### src/rtl/mem_bus_pkg.sv
// mem_bus_pkg
// Shared definitions for the memory-side front end of the multi-cycle CPU:
// memory command encodings, access FSM states and the sizing rule for the
// wait-state counter.
package mem_bus_pkg;

  // Command presented to RAM on mem_cmd
  localparam logic [1:0] MEM_NONE  = 2'b00;
  localparam logic [1:0] MEM_READ  = 2'b01;
  localparam logic [1:0] MEM_WRITE = 2'b10;

  // Access FSM state encoding
  typedef enum logic [1:0] {
    IDLE  = 2'b00,
    FETCH = 2'b01,
    LOAD  = 2'b10,
    STORE = 2'b11
  } bus_state_t;

  // Width needed to count 0..max_wait. A zero-width vector is not legal,
  // so a disabled timeout (max_wait = 0) still gets a one-bit counter.
  function automatic int wait_cnt_w(input int max_wait);
    if (max_wait < 1) begin
      return 1;
    end
    return $clog2(max_wait + 1);
  endfunction

  // Counter width for the default timeout of 15 wait cycles
  localparam int WAIT_CNT_W = wait_cnt_w(15);

endpackage

### src/rtl/bus_wait_timer.sv
// bus_wait_timer
// Counts wait-state cycles of a memory access and flags when the access has
// waited too long.
//   clk     : rising-edge clock
//   reset   : synchronous active-high reset, clears the count
//   clear   : restart the count (asserted when a new access is accepted)
//   enable  : one more wait cycle is being spent this cycle
//   expire  : this enabled cycle brings the count to MAX_WAIT; the owner
//             aborts the access on the following edge
// With MAX_WAIT = 0 the timer is disabled and expire is tied low.
module bus_wait_timer
  import mem_bus_pkg::*;
#(
  parameter int MAX_WAIT = 15
) (
  input  logic clk,
  input  logic reset,
  input  logic clear,
  input  logic enable,
  output logic expire
);

  localparam int CNT_W = wait_cnt_w(MAX_WAIT);

  logic [CNT_W-1:0] count_reg;

  generate
    if (MAX_WAIT > 0) begin : g_timer
      localparam logic [CNT_W-1:0] LAST = CNT_W'(MAX_WAIT - 1);
      localparam logic [CNT_W-1:0] CNT_MAX = CNT_W'(MAX_WAIT);

      always_ff @(posedge clk) begin
        if (reset || clear) begin
          count_reg <= '0;
        end else if (enable && (count_reg != CNT_MAX)) begin
          count_reg <= count_reg + CNT_W'(1);
        end
      end

      // Expiry is flagged on the wait cycle that would make the count reach
      // MAX_WAIT, so the abort lands exactly MAX_WAIT wait cycles in.
      assign expire = enable && (count_reg == LAST);
    end else begin : g_off
      logic unused_inputs;
      assign count_reg     = '0;
      assign expire        = 1'b0;
      assign unused_inputs = ^{clk, reset, clear, enable, count_reg};
    end
  endgenerate

endmodule

### src/rtl/mem_bus_unit.sv
// mem_bus_unit
// Memory-side front end of the multi-cycle CPU. Owns the program counter,
// instruction register and data-address path, and arbitrates instruction
// fetch against data load/store on a single RAM port with a wait-state
// handshake and a bus timeout.
//   clk, reset          : clock, synchronous active-high reset
//   fetch_req           : fetch instruction at pc (pc_target if pc_load)
//   data_req, data_we   : data access request, 1 = store / 0 = load
//   data_addr,data_wdata: data access address and store data
//   pc_load, pc_target  : branch/jump PC load
//   read_data, mem_ready: RAM read data and completion handshake
//   mem_cmd, mem_addr, write_data : RAM command, address, store data
//   instruction, pc, rdata        : instruction register, PC, load result
//   busy, done, bus_err           : access in progress, completion pulse,
//                                   sticky timeout flag
// Every output comes straight from a register.
module mem_bus_unit
  import mem_bus_pkg::*;
#(
  parameter int                DATA_W       = 16,
  parameter int                ADDR_W       = 9,
  parameter logic [ADDR_W-1:0] RESET_VECTOR = '0,
  parameter int                MAX_WAIT     = 15
) (
  input  logic              clk,
  input  logic              reset,
  input  logic              fetch_req,
  input  logic              data_req,
  input  logic              data_we,
  input  logic [ADDR_W-1:0] data_addr,
  input  logic [DATA_W-1:0] data_wdata,
  input  logic              pc_load,
  input  logic [ADDR_W-1:0] pc_target,
  input  logic [DATA_W-1:0] read_data,
  input  logic              mem_ready,
  output logic [1:0]        mem_cmd,
  output logic [ADDR_W-1:0] mem_addr,
  output logic [DATA_W-1:0] write_data,
  output logic [DATA_W-1:0] instruction,
  output logic [ADDR_W-1:0] pc,
  output logic [DATA_W-1:0] rdata,
  output logic              busy,
  output logic              done,
  output logic              bus_err
);

  bus_state_t        state_reg, state_next;
  logic [ADDR_W-1:0] pc_reg, pc_next;
  logic [DATA_W-1:0] instruction_reg, instruction_next;
  logic [DATA_W-1:0] rdata_reg, rdata_next;
  logic [DATA_W-1:0] write_data_reg, write_data_next;
  logic [1:0]        mem_cmd_reg, mem_cmd_next;
  logic [ADDR_W-1:0] mem_addr_reg, mem_addr_next;
  logic              busy_reg, busy_next;
  logic              done_reg, done_next;
  logic              bus_err_reg, bus_err_next;

  logic accept;
  logic wait_cycle;
  logic wait_expire;

  // A wait cycle is any cycle spent in an access without the RAM finishing
  assign wait_cycle = (state_reg != IDLE) && !mem_ready;

  bus_wait_timer #(
    .MAX_WAIT (MAX_WAIT)
  ) u_wait_timer (
    .clk    (clk),
    .reset  (reset),
    .clear  (accept),
    .enable (wait_cycle),
    .expire (wait_expire)
  );

  // State register and all output registers
  always_ff @(posedge clk) begin
    if (reset) begin
      state_reg       <= IDLE;
      pc_reg          <= RESET_VECTOR;
      instruction_reg <= '0;
      rdata_reg       <= '0;
      write_data_reg  <= '0;
      mem_cmd_reg     <= MEM_NONE;
      mem_addr_reg    <= RESET_VECTOR;
      busy_reg        <= 1'b0;
      done_reg        <= 1'b0;
      bus_err_reg     <= 1'b0;
    end else begin
      state_reg       <= state_next;
      pc_reg          <= pc_next;
      instruction_reg <= instruction_next;
      rdata_reg       <= rdata_next;
      write_data_reg  <= write_data_next;
      mem_cmd_reg     <= mem_cmd_next;
      mem_addr_reg    <= mem_addr_next;
      busy_reg        <= busy_next;
      done_reg        <= done_next;
      bus_err_reg     <= bus_err_next;
    end
  end

  // Next-state and next-output logic
  always_comb begin
    state_next       = state_reg;
    pc_next          = pc_reg;
    instruction_next = instruction_reg;
    rdata_next       = rdata_reg;
    write_data_next  = write_data_reg;
    mem_cmd_next     = mem_cmd_reg;
    mem_addr_next    = mem_addr_reg;
    done_next        = 1'b0;
    bus_err_next     = bus_err_reg;
    accept           = 1'b0;

    case (state_reg)
      IDLE: begin
        if (data_req) begin
          // Data wins; a concurrent fetch_req is dropped, pc_load still lands
          accept        = 1'b1;
          mem_addr_next = data_addr;
          if (pc_load) begin
            pc_next = pc_target;
          end
          if (data_we) begin
            state_next      = STORE;
            mem_cmd_next    = MEM_WRITE;
            write_data_next = data_wdata;
          end else begin
            state_next   = LOAD;
            mem_cmd_next = MEM_READ;
          end
        end else if (fetch_req) begin
          accept        = 1'b1;
          state_next    = FETCH;
          mem_cmd_next  = MEM_READ;
          mem_addr_next = pc_load ? pc_target : pc_reg;
          if (pc_load) begin
            pc_next = pc_target;
          end
        end else if (pc_load) begin
          // Idle address tracks the PC so it follows the branch immediately
          pc_next       = pc_target;
          mem_addr_next = pc_target;
        end else begin
          mem_addr_next = pc_reg;
        end
      end

      FETCH, LOAD, STORE: begin
        if (mem_ready) begin
          state_next    = IDLE;
          mem_cmd_next  = MEM_NONE;
          done_next     = 1'b1;
          mem_addr_next = pc_reg;
          if (state_reg == FETCH) begin
            // mem_addr still holds the fetch address; +1 wraps naturally
            instruction_next = read_data;
            pc_next          = mem_addr_reg + ADDR_W'(1);
            mem_addr_next    = mem_addr_reg + ADDR_W'(1);
          end else if (state_reg == LOAD) begin
            rdata_next = read_data;
          end
        end else if (wait_expire) begin
          // Abort: finish the handshake but leave architectural state alone
          state_next    = IDLE;
          mem_cmd_next  = MEM_NONE;
          done_next     = 1'b1;
          bus_err_next  = 1'b1;
          mem_addr_next = pc_reg;
        end
      end

      default: begin
        state_next   = IDLE;
        mem_cmd_next = MEM_NONE;
      end
    endcase

    busy_next = (state_next != IDLE);
  end

  assign mem_cmd     = mem_cmd_reg;
  assign mem_addr    = mem_addr_reg;
  assign write_data  = write_data_reg;
  assign instruction = instruction_reg;
  assign pc          = pc_reg;
  assign rdata       = rdata_reg;
  assign busy        = busy_reg;
  assign done        = done_reg;
  assign bus_err     = bus_err_reg;

endmodule
### config.mk
export PLATFORM = sky130hd
export DESIGN_NAME = mem_bus_unit
export DESIGN_NICKNAME = d
export VERILOG_FILES = /design/src/rtl/mem_bus_pkg.sv /design/src/rtl/bus_wait_timer.sv /design/src/rtl/mem_bus_unit.sv
export SDC_FILE = /design/constraint.sdc
export NUM_CORES = 1
export LEC_CHECK = 0
export ABC_AREA = 1
export ABC_CLOCK_PERIOD_IN_PS = 1700
export CELL_PAD_IN_SITES_DETAIL_PLACEMENT = 0
export CELL_PAD_IN_SITES_GLOBAL_PLACEMENT = 1
export CORE_MARGIN = 2
export CORE_UTILIZATION = 31
export CTS_BUF_LIST = sky130_fd_sc_hd__clkbuf_16
export DETAILED_ROUTE_END_ITERATION = 8
export PLACE_DENSITY_LB_ADDON = 0.1
export REMOVE_ABC_BUFFERS = 1
export SYNTH_ARGS = -nofsm -noshare
export SYNTH_HDL_FRONTEND = slang
export SYNTH_SLANG_ARGS = --single-unit
### constraint.sdc
create_clock -name clk -period 1.7 [get_ports clk]
set_input_delay 0.255 -clock clk [delete_from_list [all_inputs] [get_ports clk]]
set_output_delay 0.255 -clock clk [all_outputs]
set_load 0.01 [all_outputs]
=== Word-level counts from Yosys, hierarchy flattened ===
Cells that the tools add are included.

* Register bits: 77
* Bits in latches: 0
* Memory bits (writable): 0
* Bits in read-only memories: 0
* Bits of input ports: 57
* Output and inout bits: 71
* Logic and storage cells: 64
* Memories: 0

* Add/sub/neg operators: 2
* $mul: 0
* Divide/modulo/power cells: 0
* $lt $le $gt $ge: 0
* Eq/ne operators: 8
* Shift-type cells: 0
* Mux-type cells: 25
* Bitwise gates (word level): 3
* Reductions and logical operators: 15

{| class="wikitable"
|+ Operator list
! kind !! number
|-
| 2-to-1 mux 9 bit || 6
|-
| one-hot mux 9 bit (2 select lines) || 2
|-
| 2-to-1 mux 2 bit || 9
|-
| adder 9 x 1 -> 9 bit (second input constant) || 1
|-
| AND reduction 3 bit || 3
|-
| one-hot mux 2 bit (2 select lines) || 2
|-
| 2-to-1 mux 1 bit || 6
|-
| adder 4 x 1 -> 4 bit (second input constant) || 1
|-
| equality test 2 bit (second input constant) || 2
|-
| equality test 4 bit (second input constant) || 1
|-
| != test 4 bit (second input constant) || 1
|-
| AND reduction 4 bit || 1
|-
| nonzero test 2 bit || 2
|-
| logical AND 1 bit || 3
|-
| != test 3 x 2 -> 1 bit (second input constant) || 1
|-
| != test 3 bit (second input constant) || 1
|-
| inverter 1 bit || 3
|-
| OR reduction 3 bit || 1
|-
| equality test 2 x 1 -> 1 bit (second input constant) || 1
|-
| logical NOT 2 bit || 1
|-
| != test 2 bit (second input constant) || 1
|-
| AND reduction 2 bit || 1
|-
| OR reduction 2 bit || 1
|-
| logical NOT 1 bit || 1
|-
| logical OR 1 bit || 1
|}

=== Depth between registers and ports, before layout ===
* Depth after elaboration: 7
* Depth in mapped cells: 11
* Mapped depth without buffers: 10

=== Hierarchy ===
From an unflattened synthesis, not the netlist that was laid out.

* Cell total of the unflattened synthesis: 510
* Area total of the unflattened synthesis: 3589.7 um2

{| class="wikitable"
|+ Modules (own cells, without submodules)
! module !! times used !! cells each !! area each (um2) !! sequential area each (um2)
|-
| mem_bus_unit || 1 || 476 || 3339.5 || 1461.4
|-
| bus_wait_timer || 1 || 34 || 250.2 || 80.1
|}

=== Worst setup path before layout ===
OpenSTA, ideal clock, no wires.

* Path type: reg-to-reg
* Start: register u_wait_timer.count_reg[0]
* End: register mem_addr_reg[0], in the netlist mem_addr[0]
* Setup time: 0.109 ns
* Arrival time: 1.262 ns
* Required time: 1.591 ns
* Setup slack: 0.329 ns
* Cell stages (with the launch flop): 12
* Path buffers: 1
* Clock period less this slack: 1.371 ns
* Cell sequence: dfxtp_1 inv_1 ha_1 inv_1 nor2_1 nor2_4 inv_2 buf_6 o21ai_1 inv_1 nand2_1 inv_1

* Longest elaborated chain between the ends: 3

{| class="wikitable"
|+ Ends and longest elaborated chain
! what !! RTL line !! RTL
|-
| start, declared || bus_wait_timer.sv:25 || <nowiki>logic [CNT_W-1:0] count_reg;</nowiki>
|-
| start signal, assigned || bus_wait_timer.sv:36 || <nowiki>count_reg <= count_reg + CNT_W'(1);</nowiki>
|-
| equality test 4 bit || bus_wait_timer.sv:42 || <nowiki>assign expire = enable && (count_reg == LAST);</nowiki>
|-
| logical AND 1 bit || bus_wait_timer.sv:42 ||
|-
| != test 3 x 2 -> 1 bit (no source line) || - ||
|-
| end signal, assigned || mem_bus_unit.sv:95 || <nowiki>mem_addr_reg <= mem_addr_next;</nowiki>
|-
| end, declared || mem_bus_unit.sv:53 || <nowiki>logic [ADDR_W-1:0] mem_addr_reg, mem_addr_next;</nowiki>
|}

No other way between the ends.
A chain may end at the register's enable or synchronous reset.

=== Worst setup path in the final report ===
* Start: register mem_addr_reg[5], in the netlist mem_addr[5]
* End: output mem_addr[5]

{| class="wikitable"
|+ RTL lines
! what !! RTL line !! RTL
|-
| end, declared || mem_bus_unit.sv:37 || <nowiki>output logic [ADDR_W-1:0] mem_addr,</nowiki>
|}

No word-level cell between the ends.

==> results.sh <==
export IMPL_r2r_end="mem_addr[0]$_SDFFE_PP0P_"
export IMPL_drt_pass1_iter_count=4
export IMPL_post_cts_setup_buffers=0
export IMPL_clock_sinks=77
export IMPL_place_area_sq_um=5100
export IMPL_synth_cell_type_count=30
export IMPL_avgViaCountPerCell=4.64
export IMPL_clkTransAtPathRegs_ns=0.06
export IMPL_multi_input_area_sq_um=1640
export IMPL_synth_edff_count=0
export IMPL_async_flop_share=0
export IMPL_critPathMaxStageDelay_ns=0.58
export IMPL_startpoint_type="register"
export IMPL_ir_drop_uv=423
export IMPL_rr_worst_depth=10
export IMPL_cts_tree="done"
export IMPL_crit_slowest_cell="clkdlybuf4s50_1"
export IMPL_synth_seq_cells=77
export IMPL_die_h_um=110
export IMPL_finalCritPeriodShare=0.942
export IMPL_port_buffers=127
export IMPL_grt_pass1_wl_mm=17.8
export IMPL_synth_top_area_share=0.441
export IMPL_routed_wl_mm=11.0
export IMPL_ys_seq_area_frac=0.441
export IMPL_dieArea_sq_um=12100
export IMPL_clock_latency_ns=0.33
export IMPL_top_usage_layer="met2"
export IMPL_finalSetupViolCount=0
export IMPL_slew_headroom=0.627
export IMPL_crit_chain="clkdlybuf4s50_1"
export IMPL_htreeDepth=3
export IMPL_fillers=1161
export IMPL_synthFlopType="dfxtp_1"
export IMPL_drv_cap=0
export IMPL_fmaxAchievable_mhz=625
export IMPL_status="completed"
export IMPL_use_met1=0.236
export IMPL_grt_pass1_vias=3645
export IMPL_rrSetupSlack_ns=0.15
export IMPL_hold_viol=0
export IMPL_syn_inst=507
export IMPL_report_final_slew_viol_count=0
export IMPL_ant_nets=0
export IMPL_netlist_area_sq_um=3490
export IMPL_ys_top_cells_by_count="94 x nand2_1, 94 x nor2_1, 77 x dfxtp_1"
export IMPL_setup_tns_ns=0
export IMPL_min_from="instruction[1]$_SDFFE_PP0P_"
export IMPL_path_buf_inv=1
export IMPL_final_area_sq_um=5390
export IMPL_power_density_nw_per_um2=938
export IMPL_netlist_top_cells_area="dfxtp_1 44%, nand2_1 10%, nor2_1 10%, o21ai_0 7.6%, nand3_1 7.0%"
export IMPL_cp_top_family="buffers and inverters"
export IMPL_rows=38
export IMPL_yosysTopAreaCell="dfxtp_1"
export IMPL_core_sq_um=10900
export IMPL_drt_iter0_markers=169
export IMPL_cts_buffers=9
export IMPL_diodes=0
export IMPL_hold_path_end="instruction[1]$_SDFFE_PP0P_"
export IMPL_worstSetupPathType="reg -> out"
export IMPL_arrival_ns=1.35
export IMPL_grt_overflow=0
export IMPL_rsz0062_at_grt="true"
export IMPL_layout_drive_gt1_share=0.102
export IMPL_power_mw=5.05
export IMPL_root_buffer="clkbuf_16"
export IMPL_clk_path_buf_depth=2
export IMPL_die_w_um=110
export IMPL_routedWlPerCell_um=13.8
export IMPL_hold_path_cell_count=2
export IMPL_avgSynthCellArea_sq_um=6.89
export IMPL_drc=0
export IMPL_fin_crit_ns=1.60
export IMPL_skew_ns=0.00516
export IMPL_ios=128
export IMPL_area_delta_synth_final_pct=54.1
export IMPL_gp_congestion=0.804
export IMPL_p_leak_nw=2.35
export IMPL_crit_fanout=6
export IMPL_crit_path_end_kind="output port"
export IMPL_grt_use_met3=0.0529
export IMPL_antenna_found_initial=0
export IMPL_dpl_hpwl_mm=7.98
export IMPL_r2r_start="u_wait_timer.count_reg[0]$_SDFFE_PP0P_"
export IMPL_worst_hold_path_type="reg -> reg"
export IMPL_hold_ws_ns=0.464
export IMPL_grt_max_degree=30
export IMPL_required_ns=1.44
export IMPL_utilization=0.492
export IMPL_track_usage=0.191
export IMPL_regArea_sq_um=1540
export IMPL_vias=3710
export IMPL_worst_pin_slew_ns=0.559
export IMPL_yosysWarnings=0
export IMPL_final_nets=715
export IMPL_initial_core_util=0.320
export IMPL_grt_use_met2=0.318
-- layout make-up --
class / instances / share of cell area
Clock buffer: 9 / 0.0418
Clock inverter: 7 / 0.0107
Inverter: 55 / 0.0393
Multi-Input combinational cell: 355 / 0.305
Sequential cell: 77 / 0.286
Tap cell: 140 / 0.0325
Timing Repair Buffer: 157 / 0.285
-- power breakdown --
| group | total, mW | switching (mW) | internal, mW |
|---|---|---|---|
| clock network | 1.82 | 0.816 | 1.01 |
| logic | 1.17 | 0.572 | 0.598 |
| registers | 2.06 | 0.111 | 1.95 |
| total | 5.05 | 1.50 | 3.55 |
-- placed cells by master, fill, tap and decap left out --
cell type | synthesis | final
inv_2 | 4 | 4
o22ai_1 | 1 | 1
clkbuf_16 | 0 | 9
a211oi_1 | 1 | 1
o21ai_1 | 4 | 4
nor2_4 | 3 | 3
ha_1 | 3 | 3
buf_12 | 0 | 3
clkinv_1 | 1 | 1
xor2_1 | 1 | 1
clkdlybuf4s50_1 | 0 | 127
clkinv_4 | 0 | 1
nand2_4 | 3 | 3
nor2_2 | 1 | 1
nand2_2 | 3 | 3
or2_2 | 4 | 4
nor3_4 | 1 | 1
nand2_1 | 94 | 94
clkinvlp_4 | 0 | 2
o21ai_0 | 53 | 53
inv_1 | 49 | 49
nor3b_1 | 1 | 1
dfxtp_1 | 77 | 77
clkinv_2 | 0 | 1
inv_8 | 0 | 1
nand3_1 | 49 | 49
inv_6 | 1 | 3
a21oi_1 | 34 | 34
nor3_1 | 1 | 1
buf_4 | 1 | 27
nor2_1 | 94 | 94
a31oi_1 | 1 | 1
and2_1 | 2 | 2
o21ai_2 | 1 | 1
-- per-layer routing --
layer / share of wire / vias to the layer above
li1: - / 1911
met1: 0.44 / 1693
met2: 0.48 / 90
met3: 0.070 / 16
met4: 0.016 / 0
met5: 0 / -
-- worst max path at each step --
stage                                      startpoint                                     end  slack, ns  cells past startpoint
2_1_floorplan                 state_reg[0]$_SDFF_PP0_                mem_addr[0]$_SDFFE_PP0P_       0.14                      9
3_3_place_gp                                mem_ready                mem_addr[0]$_SDFFE_PP0P_      -0.04                      9
3_5_place_dp                                mem_ready  u_wait_timer.count_reg[3]$_SDFFE_PP0P_      -0.05                      8
4_1_cts                      mem_addr[6]$_SDFFE_PP0P_                             mem_addr[6]       0.09                      1
5_1_grt        u_wait_timer.count_reg[0]$_SDFFE_PP0P_                mem_addr[0]$_SDFFE_PP0P_     -0.005                     10
6_report                     mem_addr[5]$_SDFFE_PP0P_                             mem_addr[5]        0.1                      1
-- cell families (layout without fill, tap and decap cells) --
kind of cell    count (synthesis)  in the layout  share of synthesized area
fa+ha+maj                       3              3                     0.0107
buf+inv                        75            228                     0.0895
simple gates                  256            256                      0.318
xor+xnor                        1              1                    0.00251
compound gates                 95             95                      0.139
flops                          77             77                      0.441
-- metrics by stage --
stage               worst slack, ns  instances
finish                       0.0990        800
detailed placement          -0.0497        784
global placement            -0.0373        784
global route               -0.00541        800
floorplan                     0.137        487
CTS                          0.0945        800
-- timing repair --
| action | in CTS | in global routing |
|---|---|---|
| gates resized for setup | 0 | 0 |
| endpoints found under the setup margin | 0 | 1 |
| hold buffers | 0 | 0 |
No activity file was read; power rests on OpenSTA's default activity.
